`src/rtl/optical_gate_bist.sv`:
```
// Built-in self-test sequencer for the optical AND/OR gate pair.
// Sweeps {A,B} through all four vectors, waits a settling time, then checks both outputs.
//
// state  | meaning
// -------+-------------------------------------------------------------
// IDLE   | drives 00, waits for start
// SETTLE | current vector on the gates, counting down the settling time
// SAMPLE | one cycle: compare gate outputs, advance to the next vector
// DONE   | one cycle: done pulse, results frozen until the next start
module optical_gate_bist #(
    parameter int SETTLE_CYCLES = 4,
    parameter int LOOPS         = 1,
    parameter int ERR_W         = 8
) (
    input  logic             clk,
    input  logic             rst_n,
    input  logic             start,
    output logic             drv_a,
    output logic             drv_b,
    input  logic             y_and,
    input  logic             y_or,
    output logic             busy,
    output logic             done,
    output logic             pass,
    output logic [ERR_W-1:0] err_count,
    output logic [3:0]       fail_vec
);

    localparam int CNT_W  = (SETTLE_CYCLES > 1) ? $clog2(SETTLE_CYCLES) : 1;
    localparam int LOOP_W = (LOOPS > 1) ? $clog2(LOOPS) : 1;

    localparam logic [CNT_W-1:0]  CNT_LOAD  = CNT_W'(SETTLE_CYCLES - 1);
    localparam logic [LOOP_W-1:0] LOOP_LAST = LOOP_W'(LOOPS - 1);
    localparam logic [ERR_W-1:0]  ERR_MAX   = '1;

    typedef enum logic [1:0] {
        IDLE   = 2'd0,
        SETTLE = 2'd1,
        SAMPLE = 2'd2,
        DONE   = 2'd3
    } state_t;

    state_t state, state_next;

    logic [CNT_W-1:0]  cnt;
    logic [1:0]        vec;
    logic [LOOP_W-1:0] loop_idx;
    logic              y_and_q;
    logic              y_or_q;
    logic              sat;

    logic              start_run;
    logic              do_sample;
    logic              last_vec;
    logic              miss_and;
    logic              miss_or;
    logic              ovf;
    logic [1:0]        vec_inc;
    logic [1:0]        n_miss;
    logic [ERR_W:0]    err_sum;
    logic [ERR_W-1:0]  err_next;

    always_ff @(posedge clk or negedge rst_n) begin
        if (!rst_n) begin
            state <= IDLE;
        end else begin
            state <= state_next;
        end
    end

    always_comb begin
        state_next = state;
        busy       = 1'b0;
        done       = 1'b0;
        start_run  = 1'b0;
        do_sample  = 1'b0;
        case (state)
            IDLE: begin
                if (start) begin
                    start_run  = 1'b1;
                    state_next = SETTLE;
                end
            end
            SETTLE: begin
                busy = 1'b1;
                if (cnt == '0) begin
                    state_next = SAMPLE;
                end
            end
            SAMPLE: begin
                busy       = 1'b1;
                do_sample  = 1'b1;
                state_next = last_vec ? DONE : SETTLE;
            end
            DONE: begin
                done       = 1'b1;
                state_next = IDLE;
            end
            default: state_next = IDLE;
        endcase
    end

    // The gate outputs are not timed against our clock, so they are captured
    // once; the compare uses the value seen at the edge that entered SAMPLE.
    always_ff @(posedge clk or negedge rst_n) begin
        if (!rst_n) begin
            y_and_q <= 1'b0;
            y_or_q  <= 1'b0;
        end else begin
            y_and_q <= y_and;
            y_or_q  <= y_or;
        end
    end

    assign last_vec = (vec == 2'd3) && (loop_idx == LOOP_LAST);
    assign vec_inc  = vec + 2'd1;
    assign miss_and = y_and_q ^ (vec[1] & vec[0]);
    assign miss_or  = y_or_q ^ (vec[1] | vec[0]);
    assign n_miss   = {1'b0, miss_and} + {1'b0, miss_or};
    assign err_sum  = {1'b0, err_count} + (ERR_W + 1)'(n_miss);
    assign ovf      = err_sum[ERR_W];
    assign err_next = ovf ? ERR_MAX : err_sum[ERR_W-1:0];

    always_ff @(posedge clk or negedge rst_n) begin
        if (!rst_n) begin
            cnt       <= '0;
            vec       <= 2'd0;
            loop_idx  <= '0;
            drv_a     <= 1'b0;
            drv_b     <= 1'b0;
            err_count <= '0;
            fail_vec  <= 4'd0;
            pass      <= 1'b0;
            sat       <= 1'b0;
        end else begin
            if (start_run) begin
                cnt       <= CNT_LOAD;
                vec       <= 2'd0;
                loop_idx  <= '0;
                drv_a     <= 1'b0;
                drv_b     <= 1'b0;
                err_count <= '0;
                fail_vec  <= 4'd0;
                pass      <= 1'b0;
                sat       <= 1'b0;
            end
            if ((state == SETTLE) && (cnt != '0)) begin
                cnt <= cnt - CNT_W'(1);
            end
            if (do_sample) begin
                err_count <= err_next;
                sat       <= sat | ovf;
                if (miss_and || miss_or) begin
                    fail_vec <= fail_vec | (4'd1 << vec);
                end
                // The drive change shares the sample edge; after the last
                // vector vec_inc wraps to 00, which is the idle drive.
                vec   <= vec_inc;
                drv_a <= vec_inc[1];
                drv_b <= vec_inc[0];
                cnt   <= CNT_LOAD;
                if (vec == 2'd3) begin
                    loop_idx <= loop_idx + LOOP_W'(1);
                end
                if (last_vec) begin
                    pass <= (err_next == '0) && !(sat | ovf);
                end
            end
        end
    end

endmodule

```
`config.mk`:
```
export PLATFORM = sky130hd
export DESIGN_NAME = optical_gate_bist
export DESIGN_NICKNAME = d
export VERILOG_FILES = /design/src/rtl/optical_gate_bist.sv
export SDC_FILE = /design/constraint.sdc
export NUM_CORES = 1
export LEC_CHECK = 0
export CAP_MARGIN = 25
export CORE_UTILIZATION = 50
export CTS_CLUSTER_SIZE = 20
export DETAILED_ROUTE_END_ITERATION = 8
export PLACE_DENSITY_LB_ADDON = 0.3
export SLEW_MARGIN = 20
export SYNTH_ARGS = -nofsm -noshare
export SYNTH_HDL_FRONTEND = slang
export SYNTH_SLANG_ARGS = --single-unit
```
`constraint.sdc`:
```
create_clock -name clk -period 4.5 [get_ports clk]
set_clock_uncertainty 0.05 [all_clocks]
set_input_delay 0.675 -clock clk [delete_from_list [all_inputs] [get_ports clk]]
set_output_delay 0.675 -clock clk [all_outputs]
set_load 0.1 [all_outputs]
```
==> results_dict.tcl <==
set metrics [dict create \
    fin_crit_sh 0.6686 \
    path_class "flop to output port" \
    drt_wl_total_um 2815 \
    clock_latency_ns 0.32 \
    cts_tree "done" \
    synth_top_area_cell "dfrtp_1" \
    yosys-top-cells-count "dfrtp_1, a21oi_1, ha_1, inv_1" \
    path_cells "inv_1 > ha_1 > clkdlybuf4s50_1" \
    cp-start-kind "flop" \
    grt_pass1_vias 1014 \
    drt_iter0_drc 13 \
    synth_most_common_cell "dfrtp_1" \
    antenna_found_initial 0 \
    grt_first_pass_wirelength_um 4712 \
    slowest_stage "clkdlybuf4s50_1" \
    finalMaxSlewViolations 0 \
    synthFlopType "dfrtp_1" \
    syn_nets 152 \
    hold_buffers 0 \
    core_sq_mm 0.002522 \
    grt_start_max_net_pins 25 \
    hold_viol_final 0 \
    synth_cell_types 38 \
    wl_per_cell_um 15.47 \
    outcome "complete, no violations" \
    cts-root-buf "clkbuf_4" \
    yosysTopAreaCellShare 0.4251 \
    clkSinkCount 23 \
    whs_ns 0.2659 \
    synth_area_per_cell_sq_um 10.03 \
    drive_gt1_frac 0.08553 \
    ios 22 \
    synth_edf_count 0 \
    place.gp.congestion 0.8267 \
    initial_utilization 0.5367 \
    placementRows 18 \
    worst_pin_slew_ns 0.9666 \
    dr.pass1.iters 4 \
    yosysWarnings 0 \
    gr-total-overflow 0 \
    viasPerCell 5.786 \
    setup_viol 0 \
    place_hpwl_um 1982 \
    syn_area_sq_mm 0.001354 \
    placed_cells 178 \
    ctsHtreeMaxLevel 1 \
    critPathRequiredTime_ns 3.77 \
    io_buffers 21 \
    synthTopCellsByArea "dfrtp_1, ha_1, a21oi_1, buf_6, inv_1" \
    ys_seq_elements 23 \
    final_cell_count_no_fill 182 \
    hold_path.class "primary input to asynchronous set/reset pin" \
    layout_setup_ws_ns 1.491 \
    num_vias 1053 \
    dieArea_sq_mm 0.002920 \
    clk_path_buf_depth 2 \
    r2r-start "drv_b" \
    arrival_ns 2.28 \
    grt_usage 0.2246 \
    antenna_cells 0 \
    clkTransAtPathRegs_ns 0.13 \
    fp.dieH_um 54.04 \
    cts_setup_buffers 0 \
    cp-startpoint "state[0]" \
    dp_slack_ns 1.833 \
    synth_seq_area_share 0.4251 \
    dieWidth_um 54.04 \
    drv_cap 0 \
    area_delta_synth_final_pct 14.88 \
    final.setup.tns_ns 0 \
    rsz0062_at_grt "no" \
    numCtsBuffers 3 \
    syn_inst 135 \
    synthArstFlopShare 1.000 \
    num-fill-cells 235 \
    antenna_left 0 \
    slew_headroom 0.3536 \
    fmax_mhz 332.4 \
    cp_max_fo 4 \
    max_stage_delay_ns 1.13 \
    drc 0 \
    min_period_ns 3.009 \
    final_nets 170 \
    cp-end-kind "output port" \
    ctsResizeCount 0 \
]
==> through the flow <==
step	instance area, sq um	util
final	1555	0.6166
after detailed placement	1533	0.6076
after CTS	1560	0.6186
after global placement	1533	0.6076
after global routing	1555	0.6166
after floorplan	1354	-
==> layout by cell type, fill, tap and decap left out <==
| master | n |
|---|---|
| clkbuf_4 | 3 |
| o21a_1 | 1 |
| a31oi_1 | 5 |
| o21ai_0 | 8 |
| or2_1 | 1 |
| or2_2 | 1 |
| dfrtp_1 | 23 |
| a311oi_1 | 1 |
| and2_1 | 1 |
| o22ai_1 | 1 |
| nand3b_1 | 1 |
| a21oi_1 | 17 |
| nand3_1 | 8 |
| fa_1 | 1 |
| xor2_1 | 2 |
| nand3_2 | 1 |
| a311oi_2 | 1 |
| and3_4 | 1 |
| nor4_1 | 1 |
| a21o_1 | 1 |
| nor2_1 | 3 |
| a31o_2 | 1 |
| a21boi_0 | 1 |
| and3_2 | 2 |
| clkinv_2 | 1 |
| mux2i_1 | 1 |
| nand2_1 | 6 |
| nor2b_1 | 1 |
| buf_2 | 1 |
| a22o_1 | 4 |
| xnor2_1 | 2 |
| inv_1 | 11 |
| nand4_1 | 1 |
| nor4bb_1 | 1 |
| a211oi_1 | 3 |
| clkdlybuf4s50_1 | 20 |
| and3_1 | 2 |
| ha_1 | 11 |
| o31ai_2 | 1 |
==> per-layer routing <==
metal | global-route usage | part of all wire | vias to the layer above | wire (um)
li1 | - | - | 512 | -
met1 | 0.3000 | 0.47 | 512 | 1324
met2 | 0.3724 | 0.48 | 24 | 1351
met3 | 0.02542 | 0.036 | 5 | 100
met4 | 0.08120 | 0.014 | 0 | 40
met5 | 0 | 0 | - | 0
==> path summary, 6_finish.rpt <==
check	endpoint	slack, ns	cells past startpoint
max	busy	1.49	3
min	cnt[1]	0.27	1
max reg2reg	pass	1.73	9
min reg2reg	loop_idx	0.46	2
max in group asynchronous	y_or_q	3.77	1
min in group clk	loop_idx	0.46	2
==> logic make-up (layout without fill, tap and decap cells) <==
kind of cell	after synthesis	after routing	share of synthesized area
AO/OA/AOI/OAI	45	45	0.2126
XOR/XNOR	4	4	0.02588
adder cells (fa/ha/maj)	12	12	0.1165
buffers and inverters	19	36	0.08133
flip-flops	23	23	0.4251
multiplexers	1	1	0.007394
AND/OR/NAND/NOR	31	31	0.1313
==> critical path: cells and delay by family, from the launching register on <==
kind	cells	cell delay, ns
buffers and inverters	2	1.24
flip-flops	1	0.43
adder cells (fa/ha/maj)	1	0.30
==> area by class of cell <==
class,instances,area (sq um),share of cell area
Multi-Input combinational cell,93,668.1,0.4296
Sequential cell,23,575.6,0.3701
Timing Repair Buffer,21,205.2,0.1319
Inverter,11,41.29,0.02655
Tap cell,30,37.54,0.02414
Clock buffer,3,22.52,0.01448
Clock inverter,1,5.005,0.003218
==> state kept, by name (all words and copies together) (netlist names) <==
name and count:
err_count 8, loop_idx 1, y_or_q 1, pass 1, y_and_q 1, drv_a 1, state 2, cnt 2
drv_b 1, sat 1, fail_vec 4
Power is not shown: default switching activity piles up to over one toggle a cycle in this logic, so the estimate is an artifact.
